[config.mk]
export PLATFORM = sky130hd
export DESIGN_NAME = strobe_pattern_gen
export DESIGN_NICKNAME = d
export VERILOG_FILES = /design/src/rtl/pattern_gen_pkg.sv /design/src/rtl/strobe_divider.sv /design/src/rtl/strobe_pattern_gen.sv
export SDC_FILE = /design/constraint.sdc
export NUM_CORES = 1
export LEC_CHECK = 0
export BUFFER_PORTS_ARGS = -buffer_cell sky130_fd_sc_hd__buf_2
export CAP_MARGIN = 10
export CORE_MARGIN = 3
export CORE_UTILIZATION = 34
export DETAILED_ROUTE_END_ITERATION = 6
export PLACE_DENSITY = 0.58
export SETUP_SLACK_MARGIN = 0.2
export SLEW_MARGIN = 20
export SYNTH_ARGS = -nofsm -noshare
export SYNTH_HDL_FRONTEND = slang
export SYNTH_SLANG_ARGS = --single-unit
export TNS_END_PERCENT = 10
[constraint.sdc]
create_clock -name clk -period 5.51 [get_ports clk]
set_input_delay 1.653 -clock clk [delete_from_list [all_inputs] [get_ports clk]]
set_output_delay 1.653 -clock clk [all_outputs]
set_load 0.005 [all_outputs]
[src/rtl/pattern_gen_pkg.sv]
// -----------------------------------------------------------------------------
// pattern_gen_pkg
//   Types and constants shared by the strobed pattern generator and its
//   sample-period divider.
//
//   mode_t      : pattern selector (impulse, step, ramp, square)
//   state_t     : run-control FSM states
//   DATA_W      : default sample width
//   CNT_W       : default width of period/length/index fields
//   MIN_PERIOD  : smallest sample period the divider will honour; it keeps at
//                 least one low cycle between consecutive strobes
// -----------------------------------------------------------------------------
package pattern_gen_pkg;

  localparam int DATA_W     = 10;
  localparam int CNT_W      = 8;
  localparam int MIN_PERIOD = 2;

  typedef enum logic [1:0] {
    IMPULSE = 2'b00,
    STEP    = 2'b01,
    RAMP    = 2'b10,
    SQUARE  = 2'b11
  } mode_t;

  typedef enum logic [1:0] {
    IDLE = 2'b00,
    RUN  = 2'b01,
    DONE = 2'b10
  } state_t;

endpackage : pattern_gen_pkg

[src/rtl/strobe_divider.sv]
// -----------------------------------------------------------------------------
// strobe_divider
//   Loadable down-counter that produces one terminal-count tick every
//   `period` enabled clocks. Loading arms the counter so that the very first
//   enabled cycle after the load already ticks; afterwards ticks repeat every
//   clamped period. A disabled cycle freezes the count, so a tick that falls
//   due while disabled is delivered on the first enabled cycle.
//
//   clk    in   system clock, rising edge
//   rst_n  in   asynchronous active-low reset
//   load   in   capture `period` (clamped) and arm the first tick
//   en     in   count enable; tick can only assert while en is high
//   period in   requested period in clocks (values below MIN_PERIOD clamped)
//   tick   out  combinational terminal-count pulse
// -----------------------------------------------------------------------------
module strobe_divider #(
  parameter int CNT_W = 8
) (
  input  logic             clk,
  input  logic             rst_n,
  input  logic             load,
  input  logic             en,
  input  logic [CNT_W-1:0] period,
  output logic             tick
);
  import pattern_gen_pkg::*;

  localparam logic [CNT_W-1:0] MIN_P = CNT_W'(MIN_PERIOD);
  localparam logic [CNT_W-1:0] ONE   = CNT_W'(1);

  // reload_reg holds (clamped period - 1): the count restarts there after a
  // tick so that ticks are exactly one period apart.
  logic [CNT_W-1:0] cnt_reg, cnt_next;
  logic [CNT_W-1:0] reload_reg, reload_next;

  always_comb begin
    cnt_next    = cnt_reg;
    reload_next = reload_reg;
    tick        = 1'b0;
    if (load) begin
      reload_next = (period < MIN_P) ? (MIN_P - ONE) : (period - ONE);
      // zero means "due": the first tick comes on the next enabled cycle
      cnt_next    = '0;
    end else if (en) begin
      if (cnt_reg == '0) begin
        tick     = 1'b1;
        cnt_next = reload_reg;
      end else begin
        cnt_next = cnt_reg - ONE;
      end
    end
  end

  always_ff @(posedge clk or negedge rst_n) begin
    if (!rst_n) begin
      cnt_reg    <= '0;
      reload_reg <= '0;
    end else begin
      cnt_reg    <= cnt_next;
      reload_reg <= reload_next;
    end
  end

endmodule : strobe_divider

[src/rtl/strobe_pattern_gen.sv]
// -----------------------------------------------------------------------------
// strobe_pattern_gen
//   On-chip stimulus source for the strobed sample interface. A run emits
//   `length` samples of an impulse, step, ramp or square pattern, each
//   qualified by a one-cycle strobe, one sample every `period` clocks.
//   Run parameters are captured when the run is accepted and are not
//   affected by later input changes.
//
//   clk        in   system clock, rising edge
//   rst_n      in   asynchronous active-low reset
//   ena        in   clock enable; low freezes all state and masks strobe_out
//   start      in   level-sampled start request (accepted only in IDLE)
//   abort      in   stop the current run without signalling done
//   mode       in   00 impulse, 01 step, 10 ramp, 11 square
//   amplitude  in   pulse/step/square level, ramp increment
//   period     in   clocks between strobes (below 2 treated as 2)
//   length     in   samples per run
//   mark_idx   in   impulse/step position, square half-period (0 -> 1)
//   data_out   out  registered sample word, held between strobes
//   strobe_out out  one-cycle sample-valid pulse
//   busy       out  high while a run is in progress
//   done       out  one-cycle pulse at normal run completion
// -----------------------------------------------------------------------------
module strobe_pattern_gen #(
  parameter int DATA_W = 10,
  parameter int CNT_W  = 8
) (
  input  logic              clk,
  input  logic              rst_n,
  input  logic              ena,
  input  logic              start,
  input  logic              abort,
  input  logic [1:0]        mode,
  input  logic [DATA_W-1:0] amplitude,
  input  logic [CNT_W-1:0]  period,
  input  logic [CNT_W-1:0]  length,
  input  logic [CNT_W-1:0]  mark_idx,
  output logic [DATA_W-1:0] data_out,
  output logic              strobe_out,
  output logic              busy,
  output logic              done
);
  import pattern_gen_pkg::*;

  localparam logic [CNT_W-1:0] ONE = CNT_W'(1);

  // ---------------------------------------------------------------------------
  // State
  // ---------------------------------------------------------------------------
  state_t            state_reg,    state_next;
  mode_t             mode_reg,     mode_next;
  logic [DATA_W-1:0] amp_reg,      amp_next;
  logic [CNT_W-1:0]  len_reg,      len_next;
  logic [CNT_W-1:0]  mark_reg,     mark_next;
  logic [CNT_W-1:0]  half_reg,     half_next;     // square half-period, never 0
  logic [CNT_W-1:0]  idx_reg,      idx_next;      // samples emitted so far
  logic [DATA_W-1:0] acc_reg,      acc_next;      // ramp accumulator
  logic [CNT_W-1:0]  sq_cnt_reg,   sq_cnt_next;   // position inside half-period
  logic              sq_phase_reg, sq_phase_next; // 0 = low half, 1 = high half
  logic [DATA_W-1:0] data_reg,     data_next;
  logic              strobe_reg,   strobe_next;

  logic              accept;
  logic              div_en;
  logic              tick;
  logic [DATA_W-1:0] sample_val;

  // A start is accepted only from IDLE while enabled; abort has priority.
  assign accept = ena && (state_reg == IDLE) && start && !abort;

  // The divider only runs inside a run; an abort cycle must not produce a tick
  // because the run ends on that same edge.
  assign div_en = ena && (state_reg == RUN) && !abort;

  strobe_divider #(
    .CNT_W (CNT_W)
  ) u_divider (
    .clk    (clk),
    .rst_n  (rst_n),
    .load   (accept),
    .en     (div_en),
    .period (period),
    .tick   (tick)
  );

  // ---------------------------------------------------------------------------
  // Value of the sample about to be emitted (index idx_reg)
  // ---------------------------------------------------------------------------
  always_comb begin
    sample_val = '0;
    unique case (mode_reg)
      IMPULSE: sample_val = (idx_reg == mark_reg) ? amp_reg : '0;
      STEP:    sample_val = (idx_reg >= mark_reg) ? amp_reg : '0;
      RAMP:    sample_val = acc_reg;
      SQUARE:  sample_val = sq_phase_reg ? amp_reg : '0;
      default: sample_val = '0;
    endcase
  end

  // ---------------------------------------------------------------------------
  // Next-state logic
  // ---------------------------------------------------------------------------
  always_comb begin
    state_next    = state_reg;
    mode_next     = mode_reg;
    amp_next      = amp_reg;
    len_next      = len_reg;
    mark_next     = mark_reg;
    half_next     = half_reg;
    idx_next      = idx_reg;
    acc_next      = acc_reg;
    sq_cnt_next   = sq_cnt_reg;
    sq_phase_next = sq_phase_reg;
    data_next     = data_reg;
    strobe_next   = 1'b0;

    if (ena) begin
      unique case (state_reg)
        IDLE: begin
          if (start && !abort) begin
            mode_next     = mode_t'(mode);
            amp_next      = amplitude;
            len_next      = length;
            mark_next     = mark_idx;
            half_next     = (mark_idx == '0) ? ONE : mark_idx;
            idx_next      = '0;
            acc_next      = '0;
            sq_cnt_next   = '0;
            sq_phase_next = 1'b0;
            state_next    = (length == '0) ? DONE : RUN;
          end
        end

        RUN: begin
          if (abort) begin
            state_next = IDLE;
            data_next  = '0;
          end else if (tick) begin
            if (idx_reg == len_reg) begin
              // The tick one period after the last sample closes the run.
              state_next = DONE;
            end else begin
              strobe_next = 1'b1;
              data_next   = sample_val;
              idx_next    = idx_reg + ONE;
              acc_next    = acc_reg + amp_reg;   // wraps modulo 2^DATA_W
              if (sq_cnt_reg == half_reg - ONE) begin
                sq_cnt_next   = '0;
                sq_phase_next = ~sq_phase_reg;
              end else begin
                sq_cnt_next = sq_cnt_reg + ONE;
              end
            end
          end
        end

        DONE: begin
          // start is deliberately not looked at here
          state_next = IDLE;
        end

        default: state_next = IDLE;
      endcase
    end
  end

  // ---------------------------------------------------------------------------
  // Registers
  // ---------------------------------------------------------------------------
  always_ff @(posedge clk or negedge rst_n) begin
    if (!rst_n) begin
      state_reg    <= IDLE;
      mode_reg     <= IMPULSE;
      amp_reg      <= '0;
      len_reg      <= '0;
      mark_reg     <= '0;
      half_reg     <= ONE;
      idx_reg      <= '0;
      acc_reg      <= '0;
      sq_cnt_reg   <= '0;
      sq_phase_reg <= 1'b0;
      data_reg     <= '0;
      strobe_reg   <= 1'b0;
    end else begin
      state_reg    <= state_next;
      mode_reg     <= mode_next;
      amp_reg      <= amp_next;
      len_reg      <= len_next;
      mark_reg     <= mark_next;
      half_reg     <= half_next;
      idx_reg      <= idx_next;
      acc_reg      <= acc_next;
      sq_cnt_reg   <= sq_cnt_next;
      sq_phase_reg <= sq_phase_next;
      data_reg     <= data_next;
      strobe_reg   <= strobe_next;
    end
  end

  // ---------------------------------------------------------------------------
  // Outputs
  // ---------------------------------------------------------------------------
  assign data_out = data_reg;
  // strobe_reg clears on the first frozen edge; the ena mask also hides a
  // strobe already registered when ena drops in its cycle.
  assign strobe_out = strobe_reg & ena;
  assign busy       = (state_reg == RUN);
  assign done       = (state_reg == DONE) & ena;

endmodule : strobe_pattern_gen

==> summary by stage <==
STA
The worst-case setup margin in the final layout is around 1.8 ns. The final-report hold violation count came to 0. The max-slew violation count was 0.

Across all hold checks on the routed design, the worst slack comes to between 0.4 and 0.5 ns. On the final layout, the worst clock skew is 0.0111 ns. The slew at the pin closest to its max-slew limit is 0.979 ns. Setup violations remaining at the end of the flow were counted as 0. Setup repair after global routing left no endpoint under its margin.

The total negative setup slack is 0 ns. For the finished layout, the period the worst path requires is 3.72 ns. The relative slew slack is 0.339. The achievable frequency is ~0.27 GHz. Dividing the final minimum period by the clock period gives 0.675.

Synth
The count of mapped cells out of synthesis is 543. The combined area of all synthesized cells is 0.00499 mm^2. The number of warnings issued by yosys is 0. Of the post-synthesis cell area, the dominant cell type holds 0.456. The synthesized design contains 0 enable-type register cells. The post-synthesis async set-or-reset flop share is 1.00. The synthesized design contains 92 register bits. Among all flip-flop cells after synthesis, the most frequent one is dfrtp_1. A synthesized cell averages 9.19 um^2. When the netlist entered floorplanning its net count stood at 608. The cell type with the highest aggregate area in the netlist is dfrtp_1.

The fraction of the yosys area taken by sequential cells is 0.461. Sorting the synthesized cells by how often they occur yields 114 x nand2_1, 91 x dfrtp_1, 34 x o21ai_0, 32 x nor2_1, 27 x a22o_1. Sorting the synthesized cells by area gives the leading types as dfrtp_1 46%, nand2_1 8.6%, ha_1 5.8%. The most common cell in the synthesized netlist is nand2_1.

Counting distinct cell types in the post-synthesis netlist gives 53.

Clock tree
The later pin in the worst-skew pair is clocked with a latency of 0.35 ns. The count of buffers added by post-CTS timing repair for setup is 0. The number of buffers added to fix hold violations after cts is 0. The clock-pin transition on the worst setup and hold timing paths is 0.07 ns.

Counting every sink on the clock net gives 92. TritonCTS built the clock tree. In this run the deepest clock path goes through 2 buffers. The deepest level of the CTS H-tree is 3.

The total clock buffers created by CTS is 9. In this run the clock root is driven by a clkbuf_16. The post-cts resize count is 0.

Global route
The number of global-route vias before repair was roughly 4.2k. The first global-routing pass estimated 20500 um of wire. The total overflow reported by the global router is 0.

Entering global routing, the biggest net connects 52 pins. The total routing resource utilization after global routing is 0.156. The number of antenna violations at the first check in global routing was 0.

Pwr
Of the total power, the share spent switching nets is 0.394. For this design the ratio of total power to cell area is 526 mW/mm^2. In this run the static leakage power is 0.00275 uW. The share of total power dissipated in the clock network is 0.239.

Of the total power, combinational logic draws 0.393. The cell-internal power is 1850 uW. Summed over all nets, the switching power comes to between 1000 and 1500 uW. The largest vdd supply drop is 0.295 mV. The portion of total power attributed to sequential cells is 0.368.

Die
The die extent in x is 127 um. The area enclosed by the die boundary is 0.0162 mm^2. For this configuration, the core starts out at a cell density of 0.354. The core region is 0.0141 mm^2. The boundary pin count is 54. The vertical die dimension is roughly 130 um. The number of placement rows is 43.

Finish
After routing the design area is 0.00581 mm^2. The total of fill cells in the finished design is around 1.4k. The area used by multi-input combinational logic is 0.00254 mm^2. The number of antenna diodes in the final layout is 0. Of the cells placed in the final design, the portion with a size suffix greater than 1 is 0.147. In the final design database the tool counted 660 nets. The sequential cell area is 0.00230 mm^2.

The growth of design area from synthesis to finish is 16.4%.

Critical path
The critical path launch point type is an input pin. Data arrives at the worst endpoint at 2.06 ns. The biggest fanout along the worst timing path is 5.

Data on the critical path is required at its endpoint by between 3 and 4 ns. STA classifies the critical path endpoint as an output pin. The classification of the worst setup path is input pin to output pin.

Routing
In the routed design, unresolved DRC markers number 0. The total via count after detailed routing is a little over 4k. The post-detailed-route via-to-cell ratio is 5.29. The detailed router finished its first iteration with 194 violations.

The average wire length per cell after detail routing is 15.3 um. The first TritonRoute pass finished after 5 iterations. Once detail routing completed, the nets flagged for antenna violations numbered 0. The aggregate routed wire length is roughly 12000 um.

Placed design
The congestion estimate from routability-driven global placement came to 0.846. The count of buffers from port buffering is 53. The minimum setup slack after placement is 1.79 ns. The post-detailed-placement cell area is 0.00547 mm^2. The wire-length estimate of the detail-placed layout is 8690 um.

Job
The tool flagged a number of max-cap violations equal to 0.

Run status
The run finished with clean final reports.

Hold path
The worst hold-check path type is register to register.
## worst paths after layout
kind,start,to,slack (ns),cells after the start
max in group asynchronous,rst_n,data_out[5],3.14,2
min,u_divider.reload_reg[4],u_divider.reload_reg[4],0.49,2
min reg2reg,u_divider.reload_reg[4],u_divider.reload_reg[4],0.49,2
max,ena,done,1.79,3
min in group asynchronous,rst_n,len_reg[4],1.34,1
max reg2reg,u_divider.cnt_reg[0],idx_reg[7],2.42,10
## power by group through the flow
stage / clock, uW / sequential [uW] / combinational [uW]
2_1_floorplan: 0 / 1070 / 931
3_3_place_gp: 0 / 1130 / 1160
3_5_place_dp: 0 / 1140 / 1210
4_1_cts: 747 / 1130 / 1220
5_1_grt: 775 / 1160 / 1380
6_report: 730 / 1130 / 1200
## cells in the final DEF (no fill, tap or decap), drive strengths merged, types with 9 or more instances in the layout
cell type,instances
dfrtp,91
nand2,117
nor2,32
a21oi,19
nand3,12
ha,23
inv,27
xnor2,24
a22o,27
nor3,9
o21ai,51
clkbuf,9
buf,58
## area by class of cell
cell class                      instances  share of cell area
Multi-Input combinational cell        410               0.437
Clock buffer                            9              0.0388
Inverter                               24              0.0155
Sequential cell                        92               0.396
Tap cell                              180              0.0388
Timing Repair Buffer                   58              0.0525
Clock inverter                          7              0.0209
## cell families after synthesis
logic type | after synthesis | share of synthesized area
and+or+nand+nor | 215 | 0.198
AOI/OAI and AO/OA | 135 | 0.183
DFF | 92 | 0.461
buffers and inverters | 41 | 0.0313
xor gates and xnor gates | 32 | 0.0561
adders and majority gates | 24 | 0.0617
muxes | 4 | 0.00827
## per-layer routing
metal,vias to the layer above,global-route usage,share of wire
li1,2030,-,-
met1,2003,0.210,0.48
met2,84,0.254,0.47
met3,12,0.0339,0.038
met4,0,0.0461,0.010
met5,-,0,0
## through the flow
stage / total power [uW] / std cells / utilization
CTS: 3090 / 780 / 0.412
floorplan: 2000 / 543 / -
global placement: 2300 / 764 / 0.388
detailed placement: 2350 / 764 / 0.388
finish: 3060 / 780 / 0.412
global route: 3320 / 780 / 0.412
## worst max-delay path: stages
cell    delay (ns)
buf_2         0.14
and3_1        0.16
buf_2         0.11
No activity file was read; power rests on OpenSTA's default activity.
